### src/rtl/multi_chan_fifo_if.sv
// Bus interface for multi_chan_fifo: packed per-channel write/read handshake,
// read data and status. master = producer/consumer side, slave = FIFO bank.
interface multi_chan_fifo_if #(
  parameter int N_CH   = 4,
  parameter int DATA_W = 16,
  parameter int DEPTH  = 8
);
  localparam int CNT_W = $clog2(DEPTH) + 1;

  logic [N_CH*DATA_W-1:0] in_data;
  logic [N_CH-1:0]        i_push;
  logic [N_CH-1:0]        i_pop;
  logic [N_CH*DATA_W-1:0] out_data;
  logic [N_CH-1:0]        out_valid;
  logic [N_CH-1:0]        is_full;
  logic [N_CH-1:0]        is_empty;
  logic [N_CH-1:0]        almost_full;
  logic [N_CH*CNT_W-1:0]  count;
  logic [N_CH-1:0]        err_ovf;
  logic [N_CH-1:0]        err_udf;

  modport master (
    output in_data, i_push, i_pop,
    input  out_data, out_valid, is_full, is_empty, almost_full, count,
           err_ovf, err_udf
  );

  modport slave (
    input  in_data, i_push, i_pop,
    output out_data, out_valid, is_full, is_empty, almost_full, count,
           err_ovf, err_udf
  );
endinterface

### src/rtl/multi_chan_fifo.sv
// multi_chan_fifo: N_CH independent synchronous circular-buffer FIFOs with
// occupancy count, almost-full threshold and registered read data + valid.
// Optional macro MCF_ERR_FLAG_EN enables sticky overflow/underflow flags;
// without it err_ovf/err_udf are tied low.
module multi_chan_fifo #(
  parameter  int N_CH      = 4,
  parameter  int DATA_W    = 16,
  parameter  int DEPTH     = 8,
  parameter  int AF_THRESH = 6,
  localparam int CNT_W     = $clog2(DEPTH) + 1
) (
  input logic               clk,
  input logic               rst,
  multi_chan_fifo_if.slave  bus
);
  localparam int PTR_W = $clog2(DEPTH);

  for (genvar i = 0; i < N_CH; i++) begin : g_ch
    logic [DATA_W-1:0] mem [DEPTH];
    logic [PTR_W-1:0]  wr_ptr;
    logic [PTR_W-1:0]  rd_ptr;
    logic [CNT_W-1:0]  cnt;
    logic [DATA_W-1:0] rd_data;
    logic              rd_valid;
    logic              push;
    logic              pop;
    logic              push_ok;
    logic              pop_ok;

    assign push = bus.i_push[i];
    assign pop  = bus.i_pop[i];

    // Pop is judged on the pre-edge count; a push into a full FIFO is
    // accepted only when a pop frees a slot in the same cycle.
    assign pop_ok  = pop && (cnt != '0);
    assign push_ok = push && ((cnt != CNT_W'(DEPTH)) || pop_ok);

    // Storage write; contents are not cleared by reset.
    always_ff @(posedge clk) begin
      if (push_ok) begin
        mem[wr_ptr] <= bus.in_data[i*DATA_W +: DATA_W];
      end
    end

    // Pointers, occupancy and registered read port.
    always_ff @(posedge clk or posedge rst) begin
      if (rst) begin
        wr_ptr   <= '0;
        rd_ptr   <= '0;
        cnt      <= '0;
        rd_data  <= '0;
        rd_valid <= 1'b0;
      end else begin
        rd_valid <= pop_ok;
        if (push_ok) begin
          wr_ptr <= PTR_W'(wr_ptr + 1'b1);
        end
        if (pop_ok) begin
          rd_data <= mem[rd_ptr];
          rd_ptr  <= PTR_W'(rd_ptr + 1'b1);
        end
        case ({push_ok, pop_ok})
          2'b10:   cnt <= CNT_W'(cnt + 1'b1);
          2'b01:   cnt <= CNT_W'(cnt - 1'b1);
          default: cnt <= cnt;
        endcase
      end
    end

    assign bus.out_data[i*DATA_W +: DATA_W] = rd_data;
    assign bus.out_valid[i]                 = rd_valid;
    assign bus.count[i*CNT_W +: CNT_W]      = cnt;
    assign bus.is_full[i]                   = (cnt == CNT_W'(DEPTH));
    assign bus.is_empty[i]                  = (cnt == '0);
    assign bus.almost_full[i]               = (cnt >= CNT_W'(AF_THRESH));

`ifdef MCF_ERR_FLAG_EN
    logic ovf;
    logic udf;

    // Sticky error flags, cleared only by reset.
    always_ff @(posedge clk or posedge rst) begin
      if (rst) begin
        ovf <= 1'b0;
        udf <= 1'b0;
      end else begin
        if (push && !push_ok) ovf <= 1'b1;
        if (pop && !pop_ok)   udf <= 1'b1;
      end
    end

    assign bus.err_ovf[i] = ovf;
    assign bus.err_udf[i] = udf;
`else
    assign bus.err_ovf[i] = 1'b0;
    assign bus.err_udf[i] = 1'b0;
`endif
  end
endmodule

### src/flat_wrapper.sv
// flat-port wrapper written by rule: the top's interface ports become plain ports
module multi_chan_fifo_flat 
#(
  parameter  int N_CH      = 4,
  parameter  int DATA_W    = 16,
  parameter  int DEPTH     = 8,
  parameter  int AF_THRESH = 6,
  localparam int CNT_W     = $clog2(DEPTH) + 1
)
  (clk, rst, bus_in_data, bus_i_push, bus_i_pop, bus_out_data, bus_out_valid, bus_is_full, bus_is_empty, bus_almost_full, bus_count, bus_err_ovf, bus_err_udf);
  multi_chan_fifo_if #(.N_CH(N_CH), .DATA_W(DATA_W), .DEPTH(DEPTH)) bus_i ();
  input logic clk;
  input logic rst;
  input wire logic [$bits(bus_i.in_data)-1:0] bus_in_data;
  input wire logic [$bits(bus_i.i_push)-1:0] bus_i_push;
  input wire logic [$bits(bus_i.i_pop)-1:0] bus_i_pop;
  output wire logic [$bits(bus_i.out_data)-1:0] bus_out_data;
  output wire logic [$bits(bus_i.out_valid)-1:0] bus_out_valid;
  output wire logic [$bits(bus_i.is_full)-1:0] bus_is_full;
  output wire logic [$bits(bus_i.is_empty)-1:0] bus_is_empty;
  output wire logic [$bits(bus_i.almost_full)-1:0] bus_almost_full;
  output wire logic [$bits(bus_i.count)-1:0] bus_count;
  output wire logic [$bits(bus_i.err_ovf)-1:0] bus_err_ovf;
  output wire logic [$bits(bus_i.err_udf)-1:0] bus_err_udf;
  assign bus_i.in_data = bus_in_data;
  assign bus_i.i_push = bus_i_push;
  assign bus_i.i_pop = bus_i_pop;
  assign bus_out_data = bus_i.out_data;
  assign bus_out_valid = bus_i.out_valid;
  assign bus_is_full = bus_i.is_full;
  assign bus_is_empty = bus_i.is_empty;
  assign bus_almost_full = bus_i.almost_full;
  assign bus_count = bus_i.count;
  assign bus_err_ovf = bus_i.err_ovf;
  assign bus_err_udf = bus_i.err_udf;
  multi_chan_fifo #(.N_CH(N_CH), .DATA_W(DATA_W), .DEPTH(DEPTH), .AF_THRESH(AF_THRESH)) u_core (.clk(clk), .rst(rst), .bus(bus_i));
endmodule
### config.mk
export PLATFORM = sky130hd
export DESIGN_NAME = multi_chan_fifo_flat
export DESIGN_NICKNAME = d
export VERILOG_FILES = /design/src/rtl/multi_chan_fifo_if.sv /design/src/rtl/multi_chan_fifo.sv /design/src/flat_wrapper.sv
export SDC_FILE = /design/constraint.sdc
export NUM_CORES = 1
export LEC_CHECK = 0
export ABC_AREA = 1
export BUFFER_PORTS_ARGS = -buffer_cell sky130_fd_sc_hd__buf_2
export CORE_MARGIN = 8
export CORE_UTILIZATION = 30
export CTS_CLUSTER_DIAMETER = 80
export CTS_CLUSTER_SIZE = 16
export DETAILED_ROUTE_END_ITERATION = 8
export SLEW_MARGIN = 20
export SYNTH_ARGS = -nofsm -noshare
export SYNTH_HDL_FRONTEND = slang
export SYNTH_SLANG_ARGS = --single-unit
### constraint.sdc
create_clock -name clk -period 5.7 [get_ports clk]
set_input_delay 0 -clock clk [delete_from_list [all_inputs] [get_ports clk]]
set_output_delay 0 -clock clk [all_outputs]
set_load 0.03 [all_outputs]
==> results.cfg <==
[worst_setup_path]
crit_type = reg2reg
critPathMaxFanout = 66
startpoint_type = flop
worst_setup_path_end_kind = flop
r2r_cells = 6
worst_ep_required_time_ns = 6.16
arrival_ns = 3.18

[routing]
via_count = 15700
dr.pass1.iters = 5
avgViaCountPerCell = 4.75
drt-initial-drc-count = 1292
post_drt_wl_per_cell_um = 18.1
drt_wl_total_um = 59900
drc = 0
ant_nets = 0

[logic_synthesis]
avgSynthCellArea_um2 = 12.6
synth_compound_area_share_pct = 9.42
synth_top_cell_area_share_pct = 61.7
synth_mux_area_share_pct = 0
synth-edff-count = 512
synth_area_um2 = 24900
synth_top_family_by_area = simple AND/OR/NAND/NOR gates
synth_seq_cells = 620
synthXorXnorAreaFrac_pct = 0.843
synth_commonest_cells = 512 x edfxtp_1, 406 x nor2_1, 269 x o21ai_0
yosys.area_share.simple_pct = 12.0
yosysWarnings = 0
synthArstFlopShare_pct = 17.4
yosys.area_share.adder_pct = 1.22
synth_most_common_cell = edfxtp_1
synth_cell_types = 37
synth-main-ff-cell = edfxtp_1
syn_inst = 1982
synth-seq-area-share_pct = 72.5
ys_top_cells_by_area = edfxtp_1 62%, dfrtp_1 11%, nor2_1 6.1%, o21ai_0 5.4%, o211ai_1 3.9%
yosys.area.top_type = edfxtp_1

[layout]
drive_gt1_share_pct = 14.0
fin_nets = 2294
syn2layout_area_growth_pct = 16.1
fill_cells = 7979
postLayoutCellArea_um2 = 29000

[power_and_ir_drop]
pwr-share-comb_pct = 34.7
p_seq_share_pct = 43.4
p_sw_uw = 5710
clkPwrFrac_pct = 21.9
p_leak_uw = 0.0104
sw_frac_of_total_pct = 39.0
p_int_uw = 8920
vdd_ir_drop_max_mv = 0.288
powerDensity_nw_per_um2 = 505

[sta]
clock.fmax_ghz = 0.368
tightestPinTransition_ns = 1.14
hold_viol = 0
rsz0062_at_grt = false
skew_ns = 0.0188
fin_tns_setup_ns = 0
finalSetupViolCount = 0
slew_headroom_pct = 24.3
period_share_pct = 47.7
drv_slew = 0
period_needed_ns = 2.72

[floorplan]
start_util_pct = 30.3
rows = 105
die_h_um = 304
core-area_um2 = 82200
die-area_um2 = 92600
die_x_um = 304
ios = 178

[global_routing]
grt_pass1_wl_um = 93000
overflow = 0
track_usage_pct = 12.5
grt_max_degree = 67
antenna_found_initial = 2
grt_pass1_vias = 15700

[clocking]
cts_buffers = 48
clkSinkCount = 620
clkTransAtPathRegs_ns = 0.07
clk_path_buf_depth = 3
cts_tree = built
cts_root_buf = clkbuf_16
cts_resized = 0
h-tree-depth = 2
clock_latency_ns = 0.57

[run]
cap_viol_max_count = 0

[placed_design]
place_hpwl_um = 35100
place_area_um2 = 26800
numPortBuffers = 169
place_congestion = 0.762

[outcome]
status = completed

[worst_hold_path]
min_path_type = in2async
-- kinds of logic after synthesis --
family	after synthesis
simple gates	726
fa+ha+maj	22
buf+inv	185
xor+xnor	24
other cells	1
flops	620
compound gates	404
-- flip-flops by register name, indices dropped and copies added, names as in the netlist --
| register | count |
|---|---|
| u_core.g_ch.cnt | 16 |
| u_core.g_ch.wr_ptr | 12 |
| u_core.g_ch.rd_ptr | 12 |
| u_core.g_ch.rd_valid | 4 |
| u_core.g_ch.rd_data | 64 |
| u_core.g_ch.mem | 512 |
-- through the flow --
stage / setup WS, ns / power, µW / std cells / util [%] / hold slack, ns
6_report: 2.98 / 14600 / 3308 / 35.2 / 0.0313
5_1_grt: 2.67 / 15600 / 3308 / 35.2 / 0.0574
4_1_cts: 3.06 / 14800 / 3306 / 35.2 / 0.0101
3_5_place_dp: 3.08 / 11500 / 3143 / 32.6 / 0.106
3_3_place_gp: 3.05 / 11400 / 3143 / 32.5 / 0.0955
2_1_floorplan: 2.85 / 10000 / 1989 / - / 0.0989
-- repair_timing --
item                      4_1_cts  5_1_grt
hold buffers                   75        0
hold endpoints to repair      658        0
buffers inserted                0        0
-- power by group through the flow --
stage               sequential [µW]  clock [µW]  combinational [µW]
floorplan                      6800           0                3220
global placement               6420           0                4970
detailed placement             6450           0                5090
CTS                            6360        3300                5160
global route                   6450        3440                5680
finish                         6360        3200                5070
-- critical path, cell delays in order (launching register included) --
cell and delay (ns):
dfrtp_1 0.33, buf_4 0.54, clkinv_2 0.90, o21ai_0 0.47, o211ai_1 0.15, nand3_1 0.12
nand2_1 0.06
-- per-layer routing --
metal	global-route usage, %	part of all wire [%]	up-vias
li1	-	-	7448
met1	16.3	44	7779
met2	21.5	49	404
met3	2.24	5.1	69
met4	2.81	1.8	0
met5	0	0	-
-- area by class of cell --
cell class              instances  area [µm²]  area share, %
diodes                          2        5.00         0.0173
clock buffers                  80        1340           4.64
clock inverters                 8        81.3          0.281
inverters                      65         255          0.881
multi-input cells            1184        6000           20.7
flip-flops and latches        620       18100           62.4
well taps                    1070        1340           4.62
repair buffers                279        1860           6.42
-- path summary, 6_finish.rpt --
path | from | endpoint | slack [ns]
min in group clk | bus_in_data[56] | u_core.g_ch[3].mem[6][8] | 0.23
setup reg to reg | u_core.g_ch[1].rd_ptr[0] | u_core.g_ch[1].rd_data[12] | 2.98
hold reg to reg | u_core.g_ch[2].rd_data[7] | u_core.g_ch[2].rd_data[7] | 0.48
hold / removal | rst | u_core.g_ch[0].rd_data[0] | 0.03
max in group asynchronous | rst | u_core.g_ch[1].cnt[1] | 4.34
setup / recovery | u_core.g_ch[1].rd_ptr[0] | u_core.g_ch[1].rd_data[12] | 2.98
-- cells in the final DEF, fill, tap and decap left out, types with 3 or more instances in the layout --
cell	instances
edfxtp_1	512
nor2_1	406
o21ai_0	269
nand2_1	199
buf_2	169
o211ai_1	128
dfrtp_1	108
dlygate4sd3_1	75
nand3_1	74
clkbuf_16	49
inv_1	48
buf_4	35
clkbuf_1	31
xor2_1	18
ha_1	18
nor3_2	10
inv_2	9
conb_1	8
nand2_2	6
xnor2_1	6
nor3_4	6
nor2_2	5
nand2_4	5
clkinv_1	5
nand3_2	4
fa_1	4
o21ai_1	3
Power figures use the tool's default switching activity.
